### src/rtl/reg_file_pkg.sv
// Shared constants and types for the multi-port register file.
// The optional bypass feature is selected with REG_FILE_BYPASS_EN.
package reg_file_pkg;

  localparam int RF_WIDTH  = 32;
  localparam int RF_DEPTH  = 15;
  localparam int RF_ADDR_W = 4;
  localparam int RF_NUM_RD = 2;

  typedef logic [RF_ADDR_W-1:0] rf_addr_t;
  typedef logic [RF_WIDTH-1:0]  rf_data_t;

endpackage

### src/rtl/reg_file_scoreboard.sv
// Pending-write scoreboard: one bit per register, set on issue, cleared on write-back.
// A same-cycle issue and write-back to one register leaves it pending (newer producer wins).
module reg_file_scoreboard
  import reg_file_pkg::*;
#(
  parameter int DEPTH  = RF_DEPTH,
  parameter int ADDR_W = RF_ADDR_W
) (
  input  logic              clk,
  input  logic              rst,
  input  logic              issue_en,
  input  logic [ADDR_W-1:0] issue_dest,
  input  logic              write_back_en,
  input  logic [ADDR_W-1:0] wb_dest,
  output logic [DEPTH-1:0]  pending
);

  logic [DEPTH-1:0] pending_q;
  logic [DEPTH-1:0] pending_d;
  logic [DEPTH-1:0] set_vec;
  logic [DEPTH-1:0] clr_vec;

  // Out-of-range destinations never match any decoded index, so they are ignored.
  always_comb begin
    set_vec = '0;
    clr_vec = '0;
    for (int r = 0; r < DEPTH; r++) begin
      set_vec[r] = issue_en && (issue_dest == ADDR_W'(r));
      clr_vec[r] = write_back_en && (wb_dest == ADDR_W'(r));
    end
    pending_d = (pending_q & ~clr_vec) | set_vec;
  end

  always_ff @(posedge clk) begin
    if (rst) begin
      pending_q <= '0;
    end else begin
      pending_q <= pending_d;
    end
  end

  assign pending = pending_q;

endmodule

### src/rtl/reg_file_mp.sv
// Parametrised multi-read-port register file with integrated RAW scoreboard.
// Define REG_FILE_BYPASS_EN for same-cycle write-to-read forwarding.
module reg_file_mp
  import reg_file_pkg::*;
#(
  parameter int WIDTH  = RF_WIDTH,
  parameter int DEPTH  = RF_DEPTH,
  parameter int ADDR_W = RF_ADDR_W,
  parameter int NUM_RD = RF_NUM_RD
) (
  input  logic                     clk,
  input  logic                     rst,
  input  logic                     write_back_en,
  input  logic [ADDR_W-1:0]        WB_dest,
  input  logic [WIDTH-1:0]         WB_result,
  input  logic [NUM_RD*ADDR_W-1:0] src,
  input  logic [NUM_RD-1:0]        src_valid,
  input  logic                     issue_en,
  input  logic [ADDR_W-1:0]        issue_dest,
  output logic [NUM_RD*WIDTH-1:0]  reg_out,
  output logic [NUM_RD-1:0]        hazard,
  output logic [DEPTH-1:0]         pending
);

  localparam logic [ADDR_W:0] DEPTH_LIM = (ADDR_W+1)'(DEPTH);

  logic [WIDTH-1:0] regs_q [DEPTH];
  logic [WIDTH-1:0] regs_d [DEPTH];

  reg_file_scoreboard #(
    .DEPTH  (DEPTH),
    .ADDR_W (ADDR_W)
  ) u_scoreboard (
    .clk           (clk),
    .rst           (rst),
    .issue_en      (issue_en),
    .issue_dest    (issue_dest),
    .write_back_en (write_back_en),
    .wb_dest       (WB_dest),
    .pending       (pending)
  );

  always_comb begin
    regs_d = regs_q;
    for (int i = 0; i < DEPTH; i++) begin
      if (write_back_en && (WB_dest == ADDR_W'(i))) begin
        regs_d[i] = WB_result;
      end
    end
  end

  // Reset loads each register with its own index, which the pipeline relies on.
  always_ff @(posedge clk) begin
    if (rst) begin
      for (int i = 0; i < DEPTH; i++) begin
        regs_q[i] <= WIDTH'(i);
      end
    end else begin
      regs_q <= regs_d;
    end
  end

  logic [ADDR_W-1:0] rd_addr;

  always_comb begin
    reg_out = '0;
    hazard  = '0;
    rd_addr = '0;
    for (int k = 0; k < NUM_RD; k++) begin
      rd_addr = src[k*ADDR_W +: ADDR_W];
      if ({1'b0, rd_addr} < DEPTH_LIM) begin
        reg_out[k*WIDTH +: WIDTH] = regs_q[rd_addr];
        hazard[k]                 = src_valid[k] && pending[rd_addr];
`ifdef REG_FILE_BYPASS_EN
        // The producer completes this cycle, so its result replaces the stale value.
        if (write_back_en && (WB_dest == rd_addr)) begin
          reg_out[k*WIDTH +: WIDTH] = WB_result;
          hazard[k]                 = 1'b0;
        end
`endif
      end
    end
  end

endmodule

### config.mk
export PLATFORM = sky130hd
export DESIGN_NAME = reg_file_mp
export DESIGN_NICKNAME = d
export VERILOG_FILES = /design/src/rtl/reg_file_pkg.sv /design/src/rtl/reg_file_scoreboard.sv /design/src/rtl/reg_file_mp.sv
export SDC_FILE = /design/constraint.sdc
export NUM_CORES = 1
export LEC_CHECK = 0
export CAP_MARGIN = 5
export CORE_ASPECT_RATIO = 1.1
export CORE_MARGIN = 4
export CORE_UTILIZATION = 40
export DETAILED_ROUTE_END_ITERATION = 12
export GPL_TIMING_DRIVEN = 0
export RECOVER_POWER = 50
export SYNTH_ARGS = -nofsm -noshare
export SYNTH_HDL_FRONTEND = slang
export SYNTH_HIERARCHICAL = 1
export SYNTH_SLANG_ARGS = --single-unit
### constraint.sdc
create_clock -name clk -period 2.45 [get_ports clk]
set_input_delay 0.49 -clock clk [delete_from_list [all_inputs] [get_ports clk]]
set_output_delay 0.49 -clock clk [all_outputs]
set_load 0.01 [all_outputs]
; ---- Yosys cells after proc, flatten, opt, wreduce, memory -nomap -nowiden
; Cells that the tools add are included.
[totals]
reg_bits = 495
in_bits = 54
output_inout_bits = 81
elab_cells = 103
[classes]
n_lt_le_gt_ge = 6
eq_ne = 28
mux = 14
n_bitwise = 5
n_reduce_logical = 34
[op_table]
columns = operator, n
row1 = $bmux W32 S4, 2
row2 = $mux W32, 6
row3 = $eq A4 B4 Y1 const B, 14
row4 = $eq A4 B3 Y1 const B, 8
row5 = $logic_and A1 B1 Y1, 32
row6 = $eq A4 B2 Y1 const B, 4
row7 = $and A15 B15 Y15, 1
row8 = $not A15 Y15, 1
row9 = $or A15 B15 Y15, 1
row10 = $ge A5 B5 Y1 const B, 2
row11 = $lt A4 B5 Y1 const B, 2
row12 = $not A4 Y5, 2
row13 = $bmux W1 S4, 2
row14 = $eq A4 B1 Y1 const B, 2
row15 = $logic_not A4 Y1, 2
row16 = $lt A4 B4 Y1 const B, 2
row17 = $mux W1, 4

; ---- Depth between registers and ports, before layout
[depth]
word_depth = 5
mapped_depth = 7
mapped_depth_nobuf = 4

; ---- Modules after synthesis
; The synthesis kept the hierarchy.
[modules_own_cells]
columns = module, n_inst, cells_per_inst, area_per_inst_um2, seq_area_each_um2
row1 = reg_file_mp, 1, 2857, 24070.6, 9609.2
row2 = reg_file_scoreboard, 1, 63, 611.8, 300.3

; ---- Least setup slack after synthesis
; Ideal clock, no wire load.
[synth_path]
path_type = input to output
startpoint = input port src[3]
endpoint = output port reg_out[0]
t_arrival_ns = 1.744
required_time_ns = 1.960
setup_slack_ns = 0.216
path_stages = 6
n_path_buf = 3
path_cell_list = buf_2 > buf_4 > buf_4 > mux4_2 > o22ai_1 > nor3_1
[synth_via]
elab_chain_len = 5
elab_cells_between_ends = 6
cone_classes = order compare: 1 / mux: 4 / bitwise: 1
[synth_rtl]
columns = item, line
row1 = start: declaration, reg_file_mp.sv:16  ; input logic [NUM_RD*ADDR_W-1:0] src,
row2 = $not A4 Y5 (not written as such), reg_file_mp.sv:72  ; reg_out[k*WIDTH +: WIDTH] = regs_q[rd_addr];
row3 = $bmux W32 S4, reg_file_mp.sv:72
row4 = $mux W32 (not written as such) (2 in series), reg_file_mp.sv:72
row5 = $mux W32 (*), reg_file_mp.sv:71  ; if ({1'b0, rd_addr} < DEPTH_LIM) begin
row6 = end: declaration, reg_file_mp.sv:20  ; output logic [NUM_RD*WIDTH-1:0] reg_out,
; Every way passes the cells marked *; elsewhere a longest branch is shown, timed or not. The select of a mux whose other input is x is not followed.

; ---- Worst setup path after layout
[layout_path]
startpoint = input port write_back_en
endpoint = register regs_q[324] (netlist bit)
[layout_via]
elab_chain_len = 1
[layout_rtl]
columns = item, line
row1 = start: declaration, reg_file_mp.sv:13  ; input logic write_back_en,
row2 = $logic_and A1 B1 Y1, reg_file_mp.sv:46  ; if (write_back_en && (WB_dest == ADDR_W'(i))) begin
row3 = end signal: indexed assignment, reg_file_mp.sv:56  ; regs_q[i] <= WIDTH'(i);
row4 = end signal: assignment, reg_file_mp.sv:59  ; regs_q <= regs_d;
row5 = end: declaration, reg_file_mp.sv:27  ; logic [WIDTH-1:0] regs_q [DEPTH];
; Every way passes these cells.
; A chain may end at the register's enable or synchronous reset.

==> run metrics <==
clock transition at the registers of the reported paths=roughly 0.06 ns; CTS sink cnt=495; Worst Hold Class=reg -> reg; DR vias=around 25000; FF+latch count, synth=a little under 500; antenna viol nets, final=0; CTS Buf Count=52; H-tree levels=2; peak supply drop=0.5122 mV; Chip Width=244.8 um; M1 GR Usage=a little under 40%; Syn-to-layout area delta=23.29%; met3 usage=8.961%; sequential-to-total area share from yosys stat=around 40%; vias in the first global route=~24000; Setup WS pre-CTS=-1.646 ns; Vert. Die Dim=between 200 and 300 um; crit path from=write_back_en; CTS tree=built; Final period util=105.1%; synthesized instance count=between 2000 and 3000; crit path DAT=3.11 ns; CP Capture Type=flip-flop; cell area after synthesis=0.02468 sq mm; syn nets=a little under 3000; DR WL/cell=around 28 um; initial antenna violation count=0; Unique masters post-synth=32; outcome=finished with violations; Post-DP HPWL=76.94 mm; worst path required time=between 2 and 3 ns; worst min-delay path startpoint=regs_q[442]; Slew Viols, Final=0; hold slack=0.4650 ns; CTS Hold Buffers Added=0; Final nets=between 3000 and 4000; DR pass1 iterations=7; final WL=111.3 mm; failing checks=setup timing; Max Cap Viol=0; initial drt markers=3111; final setup vio count=157; hold path cells=2; num ports=approximately 140; die area=between 0.06 and 0.07 sq mm; synthesized area per cell=8.453 sq um; total grt overflow=0; gr busiest metal=met2; total track usage=32.78%; Post-Route Setup TNS=-7.367 ns; Lkg Pwr=10.58 nW; first-pass GRT wire length=between 150 and 200 mm; Yosys top cell by area=dfxtp_1; pin count of the biggest net entering global routing=14; PortBufs=~130; std cell rows=95; n_diodes=0; R2R depth=2; Starting Density=around 40%; R2R Path Start=regs_q[56]; Post-DP Area=approximately 0.027 sq mm; core area=approximately 0.061 sq mm; Setup crit start kind=input port; Layout Cells excl Fill=between 3000 and 4000; pwr/cell area=around 620 mW/mm^2; layout cell share with drive strength beyond 1=a little over a fifth; final worst clock skew=0 ns; drt drc=0; clock root buffer=clkbuf_16; CTS max path bufs=3; Least-Margin Pin Slew=between 1 and 1.5 ns; top-area cell type share of the netlist area=roughly two fifths; Worst-Skew Late Latency=0.61 ns; post-route minimum period=around 2.6 ns; Synth Warn #=6; CP Max Fanout=11; Final Hold Vio Count=0; CP Class=in -> reg; met2 global-route usage=51.37%; Synth area leaders=dfxtp_1, mux4_2, nand2_1; Fmax=approximately 0.4 GHz; cell area after layout=a little over 0.03 sq mm; Worst Setup Slack, final=-0.1243 ns; Post-Place Cells=approximately 3900; Final GP Congestion=0.9882; RSZ-0062 raised after global routing=yes; relative slew slack=20.78%; routed vias/inst=about 6.2
==> metrics by stage <==
stage / power (W) / util, %
after floorplan: 0.009524 / -
after global placement: 0.01058 / 44.15
after detailed placement: 0.01060 / 44.15
after CTS: 0.01890 / 49.63
after global routing: 0.01936 / 49.81
final: 0.01900 / 49.81
==> area by class of cell <==
class	instances	area [sq um]
plain buffers	277	2082
inverters	1	3.754
clock buffers	86	1652
clock inverters	11	91.34
flip-flops and latches	495	9915
fillers	5812	30660
well taps	824	1031
repair buffers	146	1225
multi-input cells	2145	14430
==> worst max-delay path, stage by stage <==
cell           delay (ns)
dlygate4sd3_1        0.77
nand3b_1             0.25
nor3_1               0.87
buf_2                0.46
nand2_1              0.09
a21oi_1              0.17
==> cells by family after synthesis <==
group / count (synthesis) / share of synthesized area (%)
AND/OR/NAND/NOR: 1263 / 20.62
flip-flops: 495 / 40.15
multiplexers: 266 / 20.72
AO/OA/AOI/OAI: 616 / 13.73
buffers and inverters: 280 / 4.785
==> synth_stat cells <==
cell,instances
nor2_1,142
or3b_2,1
clkbuf_1,191
mux2i_1,70
nand3_1,9
o21bai_1,2
nand3b_1,37
mux4_2,196
nand2_1,976
o311ai_2,1
buf_2,80
nor2_2,3
a211oi_1,66
buf_4,8
o311ai_0,3
nor3_4,1
nand4b_1,2
o211ai_1,13
o22ai_1,64
or3_1,2
a21oi_1,452
and3b_1,2
nor3b_1,1
dfxtp_1,495
o21ai_1,1
or2_2,4
nand2b_1,8
o21ai_0,14
nor2b_1,6
nor3_1,67
or3b_4,2
inv_1,1
==> path summary, 6_finish.rpt <==
kind	to	slack, ns
setup / recovery	regs_q[324]	-0.12
hold / removal	regs_q[442]	0.47
setup reg to reg	regs_q[56]	1.68
hold reg to reg	regs_q[442]	0.47
==> power breakdown <==
| group | internal, W | switching [W] |
|---|---|---|
| sequential | 0.00816 | 0.0000836 |
| clock | 0.00469 | 0.00355 |
| combinational | 0.000913 | 0.00161 |
| total | 0.0138 | 0.00524 |
==> layout by cell type, fill, tap and decap left out, types with 9 or more instances in the layout <==
cell and instances:
clkinv_2 9, nand2_1 974, buf_4 18, o211ai_1 13, dlygate4sd3_1 18, nor2_2 24, nor2_1 117, dfxtp_1 491
buf_12 20, clkbuf_2 48, mux2i_1 70, o22ai_2 55, a21oi_1 452, a211oi_1 48, clkbuf_8 47, clkdlybuf4s50_1 42
clkbuf_1 126, nor3_1 34, buf_8 13, o21ai_0 14, a211oi_2 15, nand3b_1 37, clkbuf_16 55, nor3_2 32
mux4_2 196, buf_2 83, nand3_1 9, buf_6 24
==> per-layer routing <==
metal	share of wire [%]	routed length [um]	vias up
met3	11	12470	478
met5	0	0	-
met1	36	39780	12033
li1	-	-	10553
met4	7.8	8707	0
met2	45	50380	1645
==> flip-flops by register name, indices dropped and copies added (netlist names) <==
signal,flops
regs_q,480
u_scoreboard/pending,15
==> timing repair <==
action,4_1_cts,5_1_grt
pin swaps,35,17
gates cloned,2,0
setup endpoints to repair,269,264
setup buffers,12,6
gates resized for setup,660,94
No activity file was read; power rests on OpenSTA's default activity.
